**src/rtl/adder_share_arbiter_pkg.sv**
```systemverilog
// Shared types and helpers for the adder-sharing arbiter (package add_arb_pkg).
package add_arb_pkg;

    localparam int WORD_W = 16;

    typedef enum logic {
        ST_IDLE,
        ST_LOCK
    } state_t;

    // Round-robin successor of a requester index.
    function automatic int unsigned rr_next(input int unsigned ptr, input int unsigned nreq);
        return (ptr + 32'd1 >= nreq) ? 32'd0 : ptr + 32'd1;
    endfunction

endpackage

```
**src/rtl/adder_share_arbiter_if.sv**
```systemverilog
// Request/response bus between the datapath clients (master) and the shared adder arbiter (slave).
interface adder_share_arbiter_if
    import add_arb_pkg::*;
    #(parameter int NREQ = 4, parameter int ID_W = 2) ();

    logic [NREQ-1:0]        req_valid;
    logic [NREQ-1:0]        req_ready;
    logic [NREQ*WORD_W-1:0] req_a;
    logic [NREQ*WORD_W-1:0] req_b;
    logic [NREQ-1:0]        req_cin;
    logic [NREQ-1:0]        req_last;
    logic                   rsp_valid;
    logic                   rsp_ready;
    logic [ID_W-1:0]        rsp_id;
    logic [WORD_W-1:0]      rsp_y;
    logic                   rsp_co;

    modport master (
        output req_valid, req_a, req_b, req_cin, req_last, rsp_ready,
        input  req_ready, rsp_valid, rsp_id, rsp_y, rsp_co
    );

    modport slave (
        input  req_valid, req_a, req_b, req_cin, req_last, rsp_ready,
        output req_ready, rsp_valid, rsp_id, rsp_y, rsp_co
    );

endinterface

```
**src/rtl/adder_16bit.sv**
```systemverilog
// The single shared combinational 16-bit adder core.
module adder_16bit (
    input  logic [15:0] a,
    input  logic [15:0] b,
    input  logic        Cin,
    output logic [15:0] y,
    output logic        Co
);

    assign {Co, y} = 17'(a) + 17'(b) + 17'(Cin);

endmodule

```
**src/rtl/adder_share_arbiter_rr_pick.sv**
```systemverilog
// Combinational round-robin picker; when locked only lock_id can win.
module rr_pick #(
    parameter int NREQ = 4,
    parameter int ID_W = 2
) (
    input  logic [NREQ-1:0] req_valid,
    input  logic [ID_W-1:0] ptr,
    input  logic            lock,
    input  logic [ID_W-1:0] lock_id,
    output logic [NREQ-1:0] gnt_onehot,
    output logic [ID_W-1:0] gnt_id,
    output logic            gnt_any
);

    logic [ID_W-1:0] idx;

    always_comb begin
        // NOTE: every variable gets a default first so no latch is inferred.
        gnt_onehot = '0;
        gnt_id     = '0;
        gnt_any    = 1'b0;
        idx        = '0;
        if (lock) begin
            if (req_valid[lock_id]) begin
                gnt_onehot[lock_id] = 1'b1;
                gnt_id              = lock_id;
                gnt_any             = 1'b1;
            end
        end else begin
            for (int k = 0; k < NREQ; k++) begin
                idx = ID_W'((int'(ptr) + k) % NREQ);
                if (!gnt_any && req_valid[idx]) begin
                    gnt_onehot[idx] = 1'b1;
                    gnt_id          = idx;
                    gnt_any         = 1'b1;
                end
            end
        end
    end

endmodule

```
**src/rtl/adder_share_arbiter.sv**
```systemverilog
// Round-robin sharing of one adder_16bit among NREQ requesters with a one-deep response slot.
// Build option ADD_ARB_CARRY_CHAIN_EN chains consecutive beats of one requester through carry_q.
module adder_share_arbiter
    import add_arb_pkg::*;
#(
    parameter int NREQ = 4,
    parameter int ID_W = 2
) (
    input logic                  clk,
    input logic                  rst,
    adder_share_arbiter_if.slave bus
);

    state_t            state;
    logic [ID_W-1:0]   ptr;
    logic [ID_W-1:0]   lock_id;
    logic              carry_q;

    logic [NREQ-1:0]   gnt_onehot;
    logic [ID_W-1:0]   gnt_id;
    logic              gnt_any;
    logic              slot_free;
    logic              accept;

    logic [WORD_W-1:0] add_a;
    logic [WORD_W-1:0] add_b;
    logic [WORD_W-1:0] add_y;
    logic              add_cin;
    logic              add_co;

    logic              rsp_valid_q;
    logic [ID_W-1:0]   rsp_id_q;
    logic [WORD_W-1:0] rsp_y_q;
    logic              rsp_co_q;

    rr_pick #(.NREQ(NREQ), .ID_W(ID_W)) u_pick (
        .req_valid  (bus.req_valid),
        .ptr        (ptr),
        .lock       (state == ST_LOCK),
        .lock_id    (lock_id),
        .gnt_onehot (gnt_onehot),
        .gnt_id     (gnt_id),
        .gnt_any    (gnt_any)
    );

    // Reset gates the accept so no beat is consumed while the block is being cleared.
    assign slot_free     = !rsp_valid_q || bus.rsp_ready;
    assign accept        = gnt_any && slot_free && !rst;
    assign bus.req_ready = accept ? gnt_onehot : '0;

    assign add_a = bus.req_a[gnt_id*WORD_W +: WORD_W];
    assign add_b = bus.req_b[gnt_id*WORD_W +: WORD_W];

`ifdef ADD_ARB_CARRY_CHAIN_EN
    assign add_cin = (state == ST_LOCK) ? carry_q : bus.req_cin[gnt_id];
`else
    logic unused_cfg;
    assign add_cin    = bus.req_cin[gnt_id];
    assign unused_cfg = ^{bus.req_last, carry_q};
`endif

    adder_16bit u_add (
        .a   (add_a),
        .b   (add_b),
        .Cin (add_cin),
        .y   (add_y),
        .Co  (add_co)
    );

    always_ff @(posedge clk) begin
        // NOTE: all state uses non-blocking assignments so every register sees pre-edge values.
        if (rst) begin
            state       <= ST_IDLE;
            ptr         <= '0;
            lock_id     <= '0;
            carry_q     <= 1'b0;
            rsp_valid_q <= 1'b0;
            rsp_id_q    <= '0;
            rsp_y_q     <= '0;
            rsp_co_q    <= 1'b0;
        end else if (accept) begin
            rsp_valid_q <= 1'b1;
            rsp_id_q    <= gnt_id;
            rsp_y_q     <= add_y;
            rsp_co_q    <= add_co;
`ifdef ADD_ARB_CARRY_CHAIN_EN
            if (bus.req_last[gnt_id]) begin
                state   <= ST_IDLE;
                carry_q <= 1'b0;
                ptr     <= ID_W'(rr_next(32'(gnt_id), NREQ));
            end else begin
                state   <= ST_LOCK;
                lock_id <= gnt_id;
                carry_q <= add_co;
            end
`else
            ptr <= ID_W'(rr_next(32'(gnt_id), NREQ));
`endif
        end else if (bus.rsp_ready) begin
            rsp_valid_q <= 1'b0;
        end
    end

    assign bus.rsp_valid = rsp_valid_q;
    assign bus.rsp_id    = rsp_id_q;
    assign bus.rsp_y     = rsp_y_q;
    assign bus.rsp_co    = rsp_co_q;

endmodule

```
**src/flat_wrapper.sv**
```systemverilog
// flat-port wrapper written by rule: the top's interface ports become plain ports
module adder_share_arbiter_flat import add_arb_pkg::*;
#(
    parameter int NREQ = 4,
    parameter int ID_W = 2
)
  (clk, rst, bus_req_valid, bus_req_a, bus_req_b, bus_req_cin, bus_req_last, bus_rsp_ready, bus_req_ready, bus_rsp_valid, bus_rsp_id, bus_rsp_y, bus_rsp_co);
  adder_share_arbiter_if #(.NREQ(NREQ), .ID_W(ID_W)) bus_i ();
  input logic clk;
  input logic rst;
  input wire logic [$bits(bus_i.req_valid)-1:0] bus_req_valid;
  input wire logic [$bits(bus_i.req_a)-1:0] bus_req_a;
  input wire logic [$bits(bus_i.req_b)-1:0] bus_req_b;
  input wire logic [$bits(bus_i.req_cin)-1:0] bus_req_cin;
  input wire logic [$bits(bus_i.req_last)-1:0] bus_req_last;
  input wire logic [$bits(bus_i.rsp_ready)-1:0] bus_rsp_ready;
  output wire logic [$bits(bus_i.req_ready)-1:0] bus_req_ready;
  output wire logic [$bits(bus_i.rsp_valid)-1:0] bus_rsp_valid;
  output wire logic [$bits(bus_i.rsp_id)-1:0] bus_rsp_id;
  output wire logic [$bits(bus_i.rsp_y)-1:0] bus_rsp_y;
  output wire logic [$bits(bus_i.rsp_co)-1:0] bus_rsp_co;
  assign bus_i.req_valid = bus_req_valid;
  assign bus_i.req_a = bus_req_a;
  assign bus_i.req_b = bus_req_b;
  assign bus_i.req_cin = bus_req_cin;
  assign bus_i.req_last = bus_req_last;
  assign bus_i.rsp_ready = bus_rsp_ready;
  assign bus_req_ready = bus_i.req_ready;
  assign bus_rsp_valid = bus_i.rsp_valid;
  assign bus_rsp_id = bus_i.rsp_id;
  assign bus_rsp_y = bus_i.rsp_y;
  assign bus_rsp_co = bus_i.rsp_co;
  adder_share_arbiter #(.NREQ(NREQ), .ID_W(ID_W)) u_core (.clk(clk), .rst(rst), .bus(bus_i));
endmodule
```
**config.mk**
```make
export PLATFORM = sky130hd
export DESIGN_NAME = adder_share_arbiter_flat
export DESIGN_NICKNAME = d
export VERILOG_FILES = /design/src/rtl/adder_share_arbiter_pkg.sv /design/src/rtl/adder_share_arbiter_if.sv /design/src/rtl/adder_16bit.sv /design/src/rtl/adder_share_arbiter_rr_pick.sv /design/src/rtl/adder_share_arbiter.sv /design/src/flat_wrapper.sv
export SDC_FILE = /design/constraint.sdc
export NUM_CORES = 1
export LEC_CHECK = 0
export BUFFER_PORTS_ARGS = -buffer_cell sky130_fd_sc_hd__buf_4
export CORE_AREA = 5 5 86 88
export DETAILED_ROUTE_END_ITERATION = 7
export DIE_AREA = 0 0 91 93
export PLACE_DENSITY_LB_ADDON = 0.2
export SYNTH_ARGS = -nofsm -noshare
export SYNTH_HDL_FRONTEND = slang
export SYNTH_SLANG_ARGS = --single-unit
```
**constraint.sdc**
```tcl
create_clock -name clk -period 7.93 [get_ports clk]
set_input_delay 0 -clock clk [delete_from_list [all_inputs] [get_ports clk]]
set_output_delay 0 -clock clk [all_outputs]
set_load 0.01 [all_outputs]
```
# Word-level counts from Yosys, hierarchy flattened
# Index checks and enable logic that the tools add are counted.
# totals
out_inout_bits,24
regBits,22
# classes
n_shift,2
bitwise_logic,3
n_lt_le_gt_ge,10
n_mux,34
n_addsub,6
n_reduce_logical,16
# ops
op,count
$shiftx A64 B7 Y16,2
$mux W4,5
$add A16 B16 Y17,1
$add A17 B1 Y17,1
$lt A2 B3 Y1 const B,5
$mux W1,15
$or A4 B4 Y4,3
$bmux W1 S2,5
$mux W2,5
$logic_and A1 B1 Y1,9
$demux W1 S2,4
$ge A2 B1 Y1 const B,4
$logic_not A1 Y1,5
$add A2 B2 Y2 const B,2
$add A2 B1 Y3 const B,1
$ge A3 B3 Y1 const B,1
$add A2 B1 Y2 const B,1
$reduce_bool A2 Y1,1
$logic_or A1 B1 Y1,1

# Longest topological paths before layout
# logic_depth
word_depth,15
mapped_depth,22

# Cells and area by module
# A second synthesis with hierarchy kept.
# unflattened
hier_cells,319
area_unflattened_um2,3129.3
# by_module_without_submodules
mod,instances,area_each_um2,seq_area_each_um2,cells_per_inst
adder_share_arbiter,1,1756.7,440.4,149
adder_16bit,1,747.0,0.0,94
rr_pick,1,625.6,0.0,76

# Worst setup path after synthesis
# No wires, ideal clock.
# synth_path
path_kind,reg2reg
from,reg u_core.ptr[0]
to,"reg u_core.rsp_y_q[15], in the netlist u_core.bus.rsp_y[15]"
path_buffers,3
synth_period_minus_slack_ns,4.462
arrival_ns,4.331
setup_ns,0.130
stages_incl_launch_ff,20
setup_slack_ns,3.468
cell_sequence,dfxtp_1 -> buf_4 -> inv_2 -> ha_1 -> buf_2 -> mux2i_1 -> mux2i_1 -> nor2_1 -> o31ai_4 -> buf_6 -> mux2i_1 -> mux2_2 -> fa_1 -> nor2b_1 -> o21ai_0 -> a21oi_1 -> o21ai_0 -> a2111oi_0 -> o31a_1 -> o31ai_1
# synth_between
elab_chain_len,15
elab_cells_between_ends,33
# synth_rtl
element,line_no,rtl
start: declaration,adder_share_arbiter.sv:15,logic [ID_W-1:0] ptr;
start signal: assignment,adder_share_arbiter.sv:97,"ptr <= ID_W'(rr_next(32'(gnt_id), NREQ));"
branches (longest 15 deep; another with $add A2 B1 Y2),n/a,
end signal: assignment,adder_share_arbiter.sv:84,rsp_y_q <= add_y;
end: declaration,adder_share_arbiter.sv:33,logic [WORD_W-1:0] rsp_y_q;
# Parallel ways; which one is timed is not known. The select of a mux whose other input is x is not followed.
# A chain may end at the register's enable or synchronous reset.

# Final worst setup path
# Ends and elaborated chain as after synthesis.

==> impl_metrics.env <==
export IMPL_die_h_um=93
export IMPL_die_width_um=91
export IMPL_fin_skew_ns=0.004812
export IMPL_seq_area_frac_synth_pct=13.78
export IMPL_ir_worst_vdd_v=0.0003388
export IMPL_numClockSinks=22
export IMPL_cts_tree="built"
export IMPL_fin_crit_sh_pct=74.02
export IMPL_io_pins=167
export IMPL_hold_depth=4
export IMPL_antenna_found_initial=0
export IMPL_finalSetupTns_ns=0
export IMPL_core_um2=6569
export IMPL_drv_cap=0
export IMPL_synth_fp_nets=547
export IMPL_synthTopCellsByCount="100 x mux2i_1, 30 x nor2_1, 23 x ha_1"
export IMPL_synthTopCellsByArea="mux2i_1 31%, dfxtp_1 14%, ha_1 9.0%"
export IMPL_synth_edf_count=0
export IMPL_initial_utilization_pct=48.67
export IMPL_drtAntennaViolNets=0
export IMPL_rsz0062_at_grt="no"
export IMPL_relSlewSlack_pct=27.14
export IMPL_worstMarginPinSlew_ns=1.093
export IMPL_ys_warn_count=0
export IMPL_grt_first_pass_wirelength_um=14570
export IMPL_final_nets=690
export IMPL_critical_path_class="flop to flop"
export IMPL_syn2layout_area_growth_pct=38.83
export IMPL_crit_path_start="u_core.ptr[0]$_SDFFE_PP0P_"
export IMPL_fp_dieArea_um2=8463
export IMPL_power_per_cell_area_nw_per_um2=528.7
export IMPL_htree_num_levels=1
export IMPL_avgSynthCellArea_um2=8.435
export IMPL_grt_max_degree=44
export IMPL_clk_pin_slew_ns=0.08
export IMPL_cts_path_max_buffers=2
export IMPL_hold_path_class="input pin to flop"
export IMPL_fmax_ghz=0.1704
export IMPL_finalHoldViolCount=0
export IMPL_setup_violations=0
export IMPL_yosys_area_top_type="mux2i_1"
export IMPL_start_kind="flop"
export IMPL_pre_cts_ws_ns=2.098
export IMPL_avgRoutedWirePerCell_um=14.69
export IMPL_crit_fanout=37
export IMPL_fin_ws_ns=2.060
export IMPL_cp_end_kind="flop"
export IMPL_synth_seq_cells=22
export IMPL_post_cts_buffers=0
export IMPL_row_count=30
export IMPL_r2r_start="u_core.ptr[0]$_SDFFE_PP0P_"
export IMPL_gp_congestion=0.8161
export IMPL_n_antenna_cell=0
export IMPL_leakage_nw=2.154
export IMPL_track_usage_pct=19.86
export IMPL_place_detailed_hpwl_um=7242
export IMPL_synth_flop_cell="dfxtp_1"
export IMPL_port_buffers=162
export IMPL_synth_most_common_cell="mux2i_1"
export IMPL_clock_latency_ns=0.26
export IMPL_cts_buffers=3
export IMPL_async_flop_share_pct=0
export IMPL_vias=3327
export IMPL_drc=0
export IMPL_drive_gt1_share_pct=34.74
export IMPL_routed_via_density=5.536
export IMPL_syn_inst=379
export IMPL_synth_cell_types=55
export IMPL_drt_iter0_drc=129
export IMPL_post_route_min_period_ns=5.870
export IMPL_slew_violations=0
export IMPL_dr_pass1_iters=5
export IMPL_hold_start="bus_rsp_ready"
export IMPL_grt_pass1_vias=3297
export IMPL_outcome="finished clean"
export IMPL_grt_overflow=0
export IMPL_holdWs_ns=0.05794
export IMPL_routed_wl_um=8831
export IMPL_cp_required_ns=8.08
export IMPL_critPathArrivalTime_ns=6.02
export IMPL_cts_root_buf="clkbuf_8"
export IMPL_r2r_cells=16
export IMPL_syn_cell_area_um2=3197
export IMPL_synth_top_area_share_pct=31.31
-- sequential cells by signal (all words and copies together), names as in the netlist --
name	count
u_core.bus.rsp_y	16
u_core.bus.rsp_id	2
u_core.ptr	2
u_core.bus.rsp_co	1
u_core.bus.rsp_valid	1
-- through the flow --
stage | area [µm²] | util (%) | std cells | power [mW]
3_3_place_gp | 4357 | 66.32 | 596 | 2.189
2_1_floorplan | 3197 | - | 379 | 1.878
5_1_grt | 4438 | 67.56 | 601 | 2.601
6_report | 4438 | 67.56 | 601 | 2.347
3_5_place_dp | 4357 | 66.32 | 596 | 2.243
4_1_cts | 4438 | 67.56 | 601 | 2.357
-- metal layers --
metal  up-vias  track usage, %  share of wire, %
met5         -               0                 0
met4         0           4.279              0.85
met3         6           4.103               7.1
met2       114           37.08                52
met1      1503           23.21                40
li1       1704               -                 -
-- layout by cell type, fill, tap and decap left out, types with 2 or more instances in the layout --
cell / count
fa_1: 2
nand2b_1: 3
o21a_1: 4
nand2_1: 13
o31a_1: 2
nand3_1: 19
o21ai_0: 19
a221oi_1: 5
o21ai_1: 3
a22oi_1: 5
o31ai_1: 5
and3_1: 2
a32oi_1: 2
or4_1: 2
inv_1: 8
ha_1: 23
a21o_1: 4
nor2b_1: 9
mux4_2: 2
mux2i_1: 100
clkbuf_8: 3
xnor2_1: 5
or3_1: 3
xor2_1: 2
nor4_1: 2
nor3b_1: 4
nor3_1: 5
mux2_2: 5
nand4_1: 2
a21oi_1: 15
buf_4: 165
nor2_1: 30
a211oi_1: 5
dfxtp_1: 22
a31oi_1: 3
-- final timing paths --
| kind | to | slack [ns] |
|---|---|---|
| worst max-delay path | u_core.bus.rsp_y[15]$_SDFFE_PP0P_ | 2.06 |
| worst min-delay path | u_core.bus.rsp_valid$_SDFFE_PP0P_ | 0.06 |
| worst max register to register | u_core.bus.rsp_y[15]$_SDFFE_PP0P_ | 2.06 |
| worst min register to register | u_core.bus.rsp_id[1]$_SDFFE_PP0P_ | 0.46 |
-- report_power, final --
part           total, mW  switching (mW)  internal [mW]
Sequential         0.200          0.0394          0.160
Clock              0.105          0.0379         0.0674
Combinational       2.04            1.08          0.958
-- critical path, cell delays in order (launching register included) --
cell	delay [ns]
dfxtp_1	0.76
inv_2	0.25
ha_1	0.49
nor2_1	0.24
a21oi_1	0.11
o31ai_1	0.24
a22o_1	0.28
o32a_2	0.89
mux2_2	0.44
fa_1	0.46
nor2b_1	0.12
o21ai_0	0.09
a21oi_1	0.23
o21ai_0	0.25
a2111oi_0	0.60
o31a_1	0.23
o31ai_1	0.07
-- cell families (layout without fill, tap and decap cells) --
kind of cell	Yosys count	in the layout	share of synthesized area, %
muxes	107	107	34.48
buffers and inverters	38	180	6.810
and+or+nand+nor	97	97	15.11
DFF	22	22	13.78
AOI/OAI and AO/OA	83	83	17.65
adders and majority gates	25	25	10.25
xor gates and xnor gates	7	7	1.918
-- layout make-up --
cell class,instances,area [µm²]
timing repair buffer,166,1249
clock buffer,3,41.29
inverter,10,37.54
sequential,22,440.4
fill,569,2131
multi-input combinational,319,2540
tap,80,100.1
clock inverter,1,30.03
-- timing repair --
action / in CTS / in global routing
hold buffers: 1 / 0
resized for setup: 0 / 0
setup endpoints to repair: 0 / 0
hold endpoints to repair: 5 / 0
Note: power is estimated with default switching activity, not from simulation.
